## src/rtl/four_requester_round_robin_mux_arbiter.sv

```systemverilog
// Round-robin arbiter for four packet requesters sharing one datapath, with a
// single-entry registered output stage. States: IDLE (re-arbitrate) | BUSY (grant held to LAST).
module four_requester_round_robin_mux_arbiter #(
    parameter int BITS = 32
) (
    input  logic                 CLK,
    input  logic                 RESET,
    input  logic [3:0]           REQ,
    input  logic [3:0]           LAST,
    input  logic [3:0][BITS-1:0] DATA,
    output logic [3:0]           READY,
    output logic [3:0]           GRANT,
    output logic [1:0]           SELECT,
    output logic                 BUSY,
    output logic [BITS-1:0]      OUT_DATA,
    output logic                 OUT_VALID,
    output logic                 OUT_LAST,
    input  logic                 OUT_READY
);

    typedef enum logic {ST_IDLE, ST_BUSY} state_t;

    state_t          state_q, state_d;
    logic [3:0]      grant_q, grant_d;
    logic [1:0]      select_q, select_d;
    logic [1:0]      ptr_q, ptr_d;
    logic [BITS-1:0] out_data_q, out_data_d;
    logic            out_valid_q, out_valid_d;
    logic            out_last_q, out_last_d;

    logic [BITS-1:0] mux_data;
    logic            slot_free;
    logic            accept;
    logic            found;
    logic [1:0]      cand;
    logic [1:0]      pick;

    always_comb begin
        case (select_q)
            2'd0:    mux_data = DATA[0];
            2'd1:    mux_data = DATA[1];
            2'd2:    mux_data = DATA[2];
            default: mux_data = DATA[3];
        endcase
    end

    // The output slot can take a beat when empty or when it is being popped.
    assign slot_free = ~out_valid_q | OUT_READY;
    assign accept    = (state_q == ST_BUSY) & REQ[select_q] & slot_free;

    always_comb begin
        READY = '0;
        if (state_q == ST_BUSY) READY[select_q] = slot_free;
    end

    always_comb begin
        found = 1'b0;
        pick  = ptr_q;
        cand  = '0;
        for (int k = 1; k <= 4; k++) begin
            cand = ptr_q + 2'(k);
            if (!found && REQ[cand]) begin
                found = 1'b1;
                pick  = cand;
            end
        end
    end

    always_comb begin
        state_d     = state_q;
        grant_d     = grant_q;
        select_d    = select_q;
        ptr_d       = ptr_q;
        out_data_d  = out_data_q;
        out_last_d  = out_last_q;
        out_valid_d = out_valid_q & ~OUT_READY;

        case (state_q)
            ST_IDLE: begin
                if (found) begin
                    state_d  = ST_BUSY;
                    grant_d  = 4'b0001 << pick;
                    select_d = pick;
                end
            end
            default: begin
                if (accept && LAST[select_q]) begin
                    state_d = ST_IDLE;
                    grant_d = '0;
                    ptr_d   = select_q;
                end
            end
        endcase

        if (accept) begin
            out_data_d  = mux_data;
            out_last_d  = LAST[select_q];
            out_valid_d = 1'b1;
        end
    end

    always_ff @(posedge CLK or posedge RESET) begin
        if (RESET) begin
            state_q     <= ST_IDLE;
            grant_q     <= '0;
            select_q    <= '0;
            ptr_q       <= 2'd3;
            out_data_q  <= '0;
            out_valid_q <= 1'b0;
            out_last_q  <= 1'b0;
        end else begin
            state_q     <= state_d;
            grant_q     <= grant_d;
            select_q    <= select_d;
            ptr_q       <= ptr_d;
            out_data_q  <= out_data_d;
            out_valid_q <= out_valid_d;
            out_last_q  <= out_last_d;
        end
    end

    assign GRANT     = grant_q;
    assign SELECT    = select_q;
    assign BUSY      = (state_q == ST_BUSY);
    assign OUT_DATA  = out_data_q;
    assign OUT_VALID = out_valid_q;
    assign OUT_LAST  = out_last_q;

endmodule

```

## config.mk

```make
export PLATFORM = sky130hd
export DESIGN_NAME = four_requester_round_robin_mux_arbiter
export DESIGN_NICKNAME = d
export VERILOG_FILES = /design/src/rtl/four_requester_round_robin_mux_arbiter.sv
export SDC_FILE = /design/constraint.sdc
export NUM_CORES = 1
export LEC_CHECK = 0
export CAP_MARGIN = 10
export CORE_MARGIN = 5
export CORE_UTILIZATION = 38
export DETAILED_ROUTE_END_ITERATION = 7
export PLACE_DENSITY = 0.95
export SLEW_MARGIN = 0
export SYNTH_ARGS = -nofsm -noshare
export SYNTH_HDL_FRONTEND = slang
export SYNTH_SLANG_ARGS = --single-unit
```

## constraint.sdc

```tcl
create_clock -name CLK -period 2.95 [get_ports CLK]
set_input_delay 0.59 -clock CLK [delete_from_list [all_inputs] [get_ports CLK]]
set_output_delay 0.59 -clock CLK [all_outputs]
set_load 0.03 [all_outputs]
```

---- Word level (Yosys, flattened, before mapping) ----
Index checks and enable logic that the tools add are counted.
cells by class
  $add $sub $neg .......................... 3
  order comparisons ....................... 6
  eq/ne operators ......................... 3
  shifts and indexed selects .............. 1
  muxes and demuxes ....................... 31
  bitwise operators ....................... 8
  reductions and logical operators ........ 13
operators with widths
  cell                                                                                 number
  32-bit one-hot mux with 3 select lines                                               1
  4-bit 2-to-1 mux                                                                     4
  2-bit by 3-bit less-than comparator with 1-bit output, second input constant         5
  1-bit 2-to-1 mux                                                                     15
  1-bit binary-select mux with 2-bit select                                            6
  2-bit 2-to-1 mux                                                                     4
  2-bit AND reduction                                                                  3
  1-bit logical AND                                                                    5
  2-bit adder, second input constant                                                   2
  4-bit AND                                                                            1
  1-bit by 2-bit left shift with 4-bit output, first input constant                    1
  1-bit AND                                                                            3
  1-bit logical NOT                                                                    3
  1-bit NOT                                                                            3
  2-bit by 1-bit adder with 2-bit output, second input constant                        1
  1-bit demux with 2-bit select                                                        1
  2-bit by 1-bit equality test with 1-bit output, second input constant                1
  2-bit equality test, second input constant                                           1
  2-bit by 1-bit greater-or-equal comparator with 1-bit output, second input constant  1
  2-bit logical NOT                                                                    1
  2-bit by 1-bit != test with 1-bit output, second input constant                      1
  2-bit nonzero test                                                                   1
  1-bit OR                                                                             1
storage, ports and cells
  bits in registers ....................... 43
  input bits .............................. 139
  output and inout port bits .............. 45
  word-level logic and storage cells ...... 72

---- Logic depth before layout (Yosys ltp) ----
Gate-level depths: netlist of run 1.
  word-level depth ........................ 16
  gate-level depth with buffers ........... 5
  depth with buffers taken out ............ 4

---- Worst setup path after synthesis of run 1 ----
OpenSTA, ideal clock, no wires.
  path kind ............................... register -> output
  start point ............................. reg select_q[0] (netlist: SELECT[0])
  end point ............................... out READY[1]
  data arrival time ....................... 1.775 ns
  required time ........................... 2.360 ns
  path slack .............................. 0.585 ns
  stages on the path, launching flop included .. 5
  path buffers ............................ 2
  cell sequence ........................... dfrtp_1 > buf_6 > buf_2 > inv_1 > nor3_1
on the way
  cells in the longest elaborated chain, start to end .. 6
  elaborated cells between the ends (all ways) .. 7
  those cells by class .................... 2 x order compare; 3 x mux; 1 x bitwise; 1 x reduce/logical
ends and longest elaborated chain
  item                                                                                                                                                                RTL line  text
  start: declaration                                                                                                                                                  25        logic [1:0] select_q, select_d;
  start signal: assignment                                                                                                                                            114       select_q <= select_d;
  2-bit by 3-bit less-than comparator with 1-bit output (not written as such) / 2-bit by 1-bit greater-or-equal comparator with 1-bit output (equally long branches)  53        if (state_q == ST_BUSY) READY[select_q] = slot_free;
  1-bit logical AND (not written as such)                                                                                                                             53
  1-bit 2-to-1 mux (not written as such)                                                                                                                              53
  1-bit demux with 2-bit select *                                                                                                                                     53
  4-bit AND (no source line) *                                                                                                                                        --
  4-bit 2-to-1 mux *                                                                                                                                                  53
  end: declaration                                                                                                                                                    11        output logic [3:0] READY,
Every way passes the cells marked *; elsewhere a longest branch is shown, timed or not.

---- Worst setup path in the final report of run 1 ----
  start point ............................. in OUT_READY
  end point ............................... out READY[3]
on the way
  cells in the longest elaborated chain, start to end .. 3
ends and longest elaborated chain
  item                        RTL line  text
  start: declaration          18        input logic OUT_READY
  1-bit OR                    48        assign slot_free = ~out_valid_q | OUT_READY;
  4-bit AND (no source line)  --
  4-bit 2-to-1 mux            53
Every way passes these cells.

==> impl_results.md, run 1 <==
* Status: finished, final reports clean
* Vias in the first global route at between 2000 and 3000
* Static Leak at 1.77 nW
* CP Launch Type: primary input
* Period utilization at between 90% and 100%
* Critical Path End Type: output pin
* Placed Area at 4470 µm²
* Max VDD drop at 0.511 mV
* Delay-heaviest family, CP: buffers and inverters
* First-pass GRT wire length at 13000 µm
* Rows at 30
* Die area at 8480 µm²
* Post-synth top flop: dfrtp_1
* Synth area leaders: dfrtp_1 40%, mux4_2 30%, mux2_2 14%
* Asr flop ratio synth at between 90% and 100%
* Share of post-route cells with drive strength above 1 at 25.3%
* Hpwl dp at about 7000 µm
* Design area at 4590 µm²
* Placed instance count at roughly 420
* Clock latency on the worst-skew pair at 0.29 ns
* Hold Vio Cnt, Final at 0
* Initial DRC count at 31
* Total number of vias at 2285
* Post-route DRC at 0
* Grt ovf at 0
* Worst r2r src: SELECT[0]
* Worst Min Path Start: OUT_LAST
* Crit path top cell by count: clkdlybuf4s50_1
* Clk buf depth at 2
* Clk sinks at 43
* Synthesized Nets at 307
* CP max stage delay at 0.70 ns
* Final WS setup at 0.166 ns
* Power density over cell area at 982 nW/µm²
* Antenna Cells at 0
* Adder-Cell Fraction of Synth Area at 0%
* Total core area at 6680 µm²
* Clock-pin transition on the worst setup and hold timing paths at 0.08 ns
* R2R Setup Slk at slightly below 0.8 ns
* Non-Filler Instances at 432
* Number of max-cap violations at 0
* Slew Limit Fails at 0
* Fin crit period at 2.78 ns
* Final setup TNS at 0 ns
* Final setup fails at 0
* Worst min path class: flip-flop to flip-flop
* PortBufs at 183
* Post-synthesis compound-gate area fraction at ~4.3%
* H-tree levels at 2
* Initial Utilization at 38.3%
* WHS Path Cells at 1
* Worst-margin pin slew at between 0.6 and 0.7 ns
* Overall routing resource usage at 19.9%
* Max_slew headroom at 56.2%
* Worst Path Class, Setup: primary input to output pin
* Buf+Inv Stages, Crit Path at 2
* Count leader, synth: dfrtp_1
* R2R Path End: ptr_q[0]
* Hold EP: OUT_LAST
* Fmax achieved at about 360 MHz
* Worst EP arrival at 2.19 ns
* Worst path cell trace: clkdlybuf4s50_1, nand2b_1, nand3_1, nor2_1, clkdlybuf4s50_1
* Synth area leader: dfrtp_1
* Inserted Clock Buffers at 5
* Proportion of synthesized area in mux cells at 45.1%
* Distinct cell type count after synthesis at 27
* Fill cells at 504
* Power Total at 4.51 mW
* Setup bufs post-CTS at 0
* Final ANT Viol Nets at 0
* Vias/cell at roughly 5.3
* Yosys warning total at 0
* Initial antenna violation count at 0
* CTS root buffer: clkbuf_8
* Total wire length at 8370 µm
* Register bit total from synthesis at 43
* Boundary Pins at 184
* Xor/xnor share of the synthesized area at 0%
* Fin Clk Skew at 0.00810 ns
* Largest family of logic cells by synthesized area: multiplexers
* Crit Path Max Fanout at 4
* Chip Width at between 90 and 100 µm
* Post-synthesis simple-gate area fraction at 4.59%
* Syn avg cell area at 15.2 µm²
* Syn Inst Count at 168
* Final design utilization at 68.7%
* RSZ-0062 raised after global routing: no
* Top post-synthesis cells by count: 41 x dfrtp_1, 34 x mux4_2, 32 x mux2_2
* Final #Nets at between 400 and 500
* Worst slack, placed at 0.177 ns
* Routed WL per cell at 19.4 µm
* Hold buffer count at CTS at 0
* Area grow syn2layout at 79.1%
* EDFF count, synth at 0
* Largest net degree at the start of global routing at 34
* WP data required at 2.36 ns
* Post-synth top area share at ~40%
* Die H at a little over 90 µm
* TritonCTS clock tree: yes
* Slowest-stage cell, CP: clkdlybuf4s50_1
* R2r worst-path depth at 5
* Cell Area, Synth at about 2600 µm²
* Seq/Total Area, Yosys at 42.1%
* Hold_ws at 0.490 ns
* Post-CTS Resized at 0
* Drt pass-1 iters at 4
* RePlAce Congestion at 0.864
## area by class of cell
cell class | instances | area, µm² | area share, %
clock inverters | 2 | 35.0 | 0.764
multi-input cells | 108 | 1390 | 30.2
flip-flops and latches | 43 | 1080 | 23.6
inverters | 4 | 15.0 | 0.327
well taps | 80 | 100 | 2.18
repair buffers | 189 | 1890 | 41.2
clock buffers | 6 | 82.6 | 1.80
## report_power, final
group	internal [mW]	switching (mW)	total, mW
clock	0.274	0.194	0.468
sequential	0.906	0.211	1.12
combinational	1.53	1.39	2.92
## worst max-delay path by stage
stage | startpoint | endpoint | slack (ns) | depth (start not counted)
4_1_cts | OUT_READY | READY[3] | 0.17 | 5
5_1_grt | OUT_READY | READY[1] | 0.08 | 5
2_1_floorplan | SELECT[0] | READY[1] | 0.58 | 4
3_3_place_gp | OUT_READY | READY[0] | 0.24 | 5
3_5_place_dp | OUT_READY | READY[3] | 0.18 | 5
6_report | OUT_READY | READY[3] | 0.17 | 5
## worst register-to-register path: cells and delay by family, from the launching register on
kind	cells	cell delay, ns
mux	2	0.66
flops	1	0.43
simple gates	2	0.66
buf+inv	1	0.36
## flip-flops by register name (all words and copies together) (netlist names)
name	count
SELECT	2
BUSY	1
ptr_q	2
OUT_DATA	32
OUT_VALID	1
OUT_LAST	1
GRANT	4
## kinds of logic after synthesis
family,count (synthesis)
buffers and inverters,17
DFF,43
and+or+nand+nor,24
AOI/OAI and AO/OA,16
muxes,68
## routing by layer
layer | GRT usage (%) | wire length, µm | up-vias
li1 | - | - | 1033
met1 | 19.3 | 2710 | 1114
met2 | 38.3 | 4670 | 120
met3 | 7.05 | 743 | 18
met4 | 6.93 | 250 | 0
met5 | 0 | 0 | -
## layout by cell type, fill, tap and decap left out, types with 2 or more instances in the layout
cell,instances
nor2b_1,2
buf_4,5
inv_1,3
clkbuf_8,6
mux2_2,32
dfrtp_2,2
nand2b_1,3
mux4_2,34
nor2_1,4
o32ai_1,4
dfrtp_1,39
mux2_4,2
a21o_1,2
o21ai_0,5
clkdlybuf4s50_1,183
nor3_1,2
a21oi_1,2
dfstp_2,2
nand2_1,9
(Power assumes the default switching activity.)
==> inputs of run 2 (changes only) <==
--- a/config.mk
+++ b/config.mk
@@ -7,9 +7,10 @@
 export LEC_CHECK = 0
 export CAP_MARGIN = 10
 export CORE_MARGIN = 5
-export CORE_UTILIZATION = 38
+export CORE_UTILIZATION = 35
 export DETAILED_ROUTE_END_ITERATION = 7
-export PLACE_DENSITY = 0.95
+export GPL_TIMING_DRIVEN = 0
+export PLACE_DENSITY = 0.89
 export SLEW_MARGIN = 0
 export SYNTH_ARGS = -nofsm -noshare
 export SYNTH_HDL_FRONTEND = slang
==> constraint.sdc (replaced) <==
create_clock -name CLK -period 2.65 [get_ports CLK]
set_input_delay 0.53 -clock CLK [delete_from_list [all_inputs] [get_ports CLK]]
set_output_delay 0.53 -clock CLK [all_outputs]
set_load 0.03 [all_outputs]
==> run 2 against run 1 <==
Die area up 7.6%; routed wire length up 4.1%; setup slack gained 0.098 ns; core utilization fell by 4.3 points; clock-buffer cell count grew 1; highest routed layer unchanged; critical path type unchanged; sequential power up 7%; combinational power is 14% higher; clock power is 15% lower; total power grew 9.5%; first-iteration DRC count increased by 45%.
==> impl_results.md, run 2 (synthesized netlist as in run 1, its figures left out) <==
* First-pass GRT wire length at 12900 µm
* Inserted Clock Buffers at 5
* Post-route DRC at 0
* Grt met3 use at under 10%
* Busiest grt layer: met2
* Gate power share at between 60% and 70%
* Final setup fails at 0
* Clock-pin transition on the worst setup and hold timing paths at 0.08 ns
* Buf+Inv Stages, Crit Path at 2
* Final ANT Viol Nets at 0
* Total number of vias at 2333
* Power density over cell area at 1070 nW/µm²
* Vias/cell at just over 5
* Max VDD drop at approximately 0.5 mV
* Number of max-cap violations at 0
* Area grow syn2layout at 80.5%
* Int Power at between 2 and 3 mW
* Initial Utilization at 35.7%
* RePlAce Congestion at 0.819
* Vias in the first global route at 2600
* Hold buffer count at CTS at 0
* Slowest-stage cell, CP: clkdlybuf4s50_1
* CP max stage delay at 0.47 ns
* Crit. Startpoint: OUT_READY
* Worst Path Class, Setup: primary input to output pin
* Period utilization at 90.1%
* Sw Share at 40.7%
* Most frequent cells in the layout: 179 x clkdlybuf4s50_1, 41 x dfrtp_1, 34 x mux4_2, 32 x mux2_2, 9 x nand2_1
* Setup bufs post-CTS at 0
* Critical Path End Type: output pin
* Antenna Cells at 0
* Switching pwr at ~2 mW
* Worst-margin pin slew at 0.622 ns
* PortBufs at 183
* CTS root buffer: clkbuf_8
* Boundary Pins at 184
* Chip Width at 95.5 µm
* Share of post-route cells with drive strength above 1 at 24.8%
* CP Launch Type: primary input
* Status: finished, final reports clean
* Non-Filler Instances at 458
* Clk sinks at between 40 and 50
* RSZ-0062 raised after global routing: no
* Fin Clk Skew at 0.00390 ns
* Worst path cell trace: clkdlybuf4s50_1, nand2b_1, nand2_1, nor3_1, dlygate4sd2_1
* Clk pwr share at under 10%
* Final #Nets at 497
* Clock latency on the worst-skew pair at 0.28 ns
* Fin crit period at between 2 and 2.5 ns
* Largest net degree at the start of global routing at 26
* Fmax achieved at approximately 420 MHz
* Drt pass-1 iters at 4
* Worst r2r src: SELECT[1]
* Static Leak at 1.82 nW
* Commonest non-fill, non-tap cell in the layout: clkdlybuf4s50_1
* Met1 GRT Util at between 10% and 20%
* Rows at 31
* Overall routing resource usage at 18.6%
* Total core area at 7180 µm²
* Slew Limit Fails at 0
* Delay-heaviest family, CP: buffers and inverters
* Crit Path Max Fanout at 4
* Die area at a little over 9000 µm²
* Clk buf depth at 2
* Routed WL per cell at 19.0 µm
* Max_slew headroom at 58.6%
* TritonCTS clock tree: yes
* H-tree levels at 2
* Worst min path class: flip-flop to flip-flop
* Reg power frac at 24.3%
* Hold Vio Cnt, Final at 0
* Worst EP arrival at 1.86 ns
* Die H at 95.5 µm
* Initial DRC count at 45
* Post-CTS Resized at 4
* Hpwl dp at 7340 µm
* GR Layer Usage met2 at a little over a third
* Grt ovf at 0
* Placed instance count at 451
* Number of flip-flops under the largest register name at 32
* Initial antenna violation count at 0
* Worst Min Path Start: OUT_LAST
* Total wire length at 8720 µm
* Hold_ws at 0.481 ns
* WP data required at about 2.1 ns
run 2: changes by cell type in the layout (fill, tap and decap cells not counted):
cell | previous run | this run
buf_2 | 0 | 1
clkbuf_1 | 0 | 4
clkdlybuf4s50_1 | 183 | 179
bufinv_16 | 1 | 0
dfrtp_2 | 2 | 0
dfrtp_1 | 39 | 41
buf_4 | 5 | 6
dlygate4sd2_1 | 0 | 2
buf_6 | 0 | 2
clkbuf_8 | 6 | 5
buf_1 | 0 | 1
dlymetal6s2s_1 | 0 | 2
run 2: per-stage QoR:
step | util, % | total power, mW | area [µm²] | setup WS [ns] | TNS (ns)
floorplan | - | 3.36 | 2560 | 0.345 | 0
global placement | 62.9 | 4.51 | 4520 | -0.0620 | -0.122
detailed placement | 63.2 | 4.61 | 4540 | -0.0795 | -0.191
CTS | 64.3 | 5.00 | 4620 | 0.0287 | 0
global route | 64.4 | 5.23 | 4620 | 0.170 | 0
finish | 64.4 | 4.93 | 4620 | 0.263 | 0
run 2: layout make-up:
cell class / count / area [µm²]
clock inverters: 1 / 5.00
flip-flops and latches: 43 / 1080
clock buffers: 7 / 76.3
plain buffers: 12 / 83.8
fillers: 539 / 2550
well taps: 99 / 124
multi-input cells: 108 / 1390
inverters: 4 / 15.0
repair buffers: 184 / 1850
run 2: path summary, 6_finish.rpt:
kind | endpoint | slack, ns | depth (start not counted)
worst min register to register | OUT_LAST | 0.48 | 1
worst min-delay path | OUT_LAST | 0.48 | 1
worst max register to register | OUT_DATA[2] | 0.56 | 4
min in group asynchronous | OUT_DATA[11] | 0.56 | 2
max in group asynchronous | OUT_DATA[4] | 1.61 | 3
worst max-delay path | READY[1] | 0.26 | 5
run 2: power groups by stage:
stage | Combinational, mW | Clock [mW] | Sequential [mW]
2_1_floorplan | 1.55 | 0 | 1.81
3_3_place_gp | 3.32 | 0 | 1.19
3_5_place_dp | 3.40 | 0 | 1.21
4_1_cts | 3.39 | 0.414 | 1.20
5_1_grt | 3.54 | 0.445 | 1.25
6_report | 3.34 | 0.398 | 1.20
run 2: metal layers:
metal | vias up | share of wire (%)
li1 | 1045 | -
met1 | 1159 | 35
met2 | 115 | 54
met3 | 14 | 9.0
met4 | 0 | 1.9
met5 | - | 0
==> inputs of run 3 (changes only) <==
--- a/config.mk
+++ b/config.mk
@@ -11,6 +11,7 @@
 export DETAILED_ROUTE_END_ITERATION = 7
 export GPL_TIMING_DRIVEN = 0
 export PLACE_DENSITY = 0.89
+export SKIP_CTS_REPAIR_TIMING = 1
 export SLEW_MARGIN = 0
 export SYNTH_ARGS = -nofsm -noshare
 export SYNTH_HDL_FRONTEND = slang
==> run 3 against run 2 <==
Clock-buffer cell count stayed put; sequential power hardly changed; global-route usage is 0.15 points higher; core utilization stayed put; clock power hardly changed; routed wire length is 0.71% lower; register-to-register slack worse by 0.04 ns; sequential share of layout area stayed put; non-clock buffer count is 1 lower; critical path type unchanged.
==> impl_results.md, run 3 (synthesized netlist as in run 1, its figures left out) <==
* Drt pass-1 iters at 4
* Number of max-cap violations at 0
* Static Leak at 1.84 nW
* Overall routing resource usage at 18.7%
* H-tree levels at 2
* CP Launch Type: primary input
* Worst Path Class, Setup: primary input to output pin
* Post-route DRC at 0
* WP data required at 2.12 ns
* Final ANT Viol Nets at 0
* Number of flip-flops under the largest register name at 32
* Period utilization at 86.0%
* CTS root buffer: clkbuf_8
* Final #Nets at 496
* Total number of vias at 2334
* Most frequent cells in the layout: 179 x clkdlybuf4s50_1, 41 x dfrtp_1, 34 x mux4_2, 32 x mux2_2, 9 x nand2_1
* Multi-input gate area at roughly 1400 µm²
* Grt ovf at 0
* Rows at 31
* Crit Path Max Fanout at 4
* Power density over cell area at roughly 1100 nW/µm²
* Initial Utilization at 35.7%
* Register Area at 1080 µm²
* Final design utilization at around 64%
* Routed WL per cell at 18.9 µm
* Int Power at 2.92 mW
* Largest net degree at the start of global routing at 26
* Worst EP arrival at 1.75 ns
* Fin Clk Skew at 0.00363 ns
* Vias/cell at 5.11
* Clk buf depth at 2
* Reg power frac at 24.4%
* Clock-pin transition on the worst setup and hold timing paths at 0.08 ns
* Total core area at 7180 µm²
* Fin crit period at 2.28 ns
* Power Total at 4.92 mW
* Fill cells at 535
* Max VDD drop at 0.492 mV
* Initial antenna violation count at 0
* First-pass GRT wire length at 13000 µm
* Fmax achieved at approximately 440 MHz
* Slew Limit Fails at 0
* PortBufs at 183
* Worst min path class: flip-flop to flip-flop
* Total wire length at between 8000 and 9000 µm
* Boundary Pins at 184
* Chip Width at about 96 µm
* Final setup fails at 0
* Worst slack, placed at -0.0795 ns
* Sw Share at a little over 40%
* Clk sinks at 43
* Die area at 9130 µm²
* Status: finished, final reports clean
* Antenna Cells at 0
* Area grow syn2layout at 80.5%
* Commonest non-fill, non-tap cell in the layout: clkdlybuf4s50_1
* Clock latency on the worst-skew pair at approximately 0.28 ns
* Initial DRC count at 40
* Placed instance count at 451
* Final WS setup at 0.371 ns
* Gate power share at 67.5%
* Max_slew headroom at 58.3%
* Design area at 4620 µm²
* Hpwl dp at between 7000 and 8000 µm
* Critical Path End Type: output pin
* Vias in the first global route at between 2000 and 3000
* Hold Vio Cnt, Final at 0
* Inserted Clock Buffers at 5
* Worst-margin pin slew at around 0.62 ns
* Switching pwr at around 2 mW
* RSZ-0062 raised after global routing: no
* Placed Area at 4540 µm²
* Non-Filler Instances at roughly 460
* Clk pwr share at between 8 and 9%
* Die H at roughly 96 µm
* TritonCTS clock tree: yes
* Share of post-route cells with drive strength above 1 at between 20% and 30%
* RePlAce Congestion at 0.819
[run 3: per-layer routing]
layer	part of all wire, %	up-vias	global-route usage, %
met1	35	1157	20.4
met5	0	-	0
met3	9.1	16	5.45
met4	2.3	0	6.64
met2	54	120	34.3
li1	-	1041	-
[run 3: path summary, 6_finish.rpt]
path,startpoint,endpoint,slack [ns],cells past startpoint
hold / removal,OUT_LAST,OUT_LAST,0.48,1
max in group asynchronous,RESET,OUT_DATA[4],1.61,3
hold reg to reg,OUT_LAST,OUT_LAST,0.48,1
setup reg to reg,SELECT[1],OUT_DATA[2],0.52,4
setup / recovery,OUT_READY,READY[0],0.37,5
min in group asynchronous,RESET,OUT_DATA[11],0.56,2
[run 3: power by group through the flow]
| stage | Clock (mW) | Combinational (mW) | Sequential (mW) |
|---|---|---|---|
| CTS | 0.414 | 3.40 | 1.20 |
| global route | 0.445 | 3.53 | 1.25 |
| global placement | 0 | 3.32 | 1.19 |
| detailed placement | 0 | 3.40 | 1.21 |
| finish | 0.397 | 3.33 | 1.20 |
| floorplan | 0 | 1.55 | 1.81 |
[run 3: worst max-delay path, stage by stage]
cell and delay (ns):
clkdlybuf4s50_1 0.47, nand2b_1 0.20, nand2_1 0.10, nor3_1 0.14, dlymetal6s2s_1 0.32
[run 3: cell type report]
type / instances / area share [%]
plain buffers: 11 / 1.65
clock buffers: 7 / 1.65
clock inverters: 1 / 0.108
inverters: 4 / 0.325
multi-input cells: 108 / 30.0
flip-flops and latches: 43 / 23.3
well taps: 99 / 2.68
repair buffers: 184 / 40.3
[run 3: per-stage QoR]
stage,TNS (ns),hold WS [ns]
2_1_floorplan,0,0.629
3_3_place_gp,-0.122,0.461
3_5_place_dp,-0.191,0.466
4_1_cts,-1.17,0.483
5_1_grt,0,0.493
6_report,0,0.481
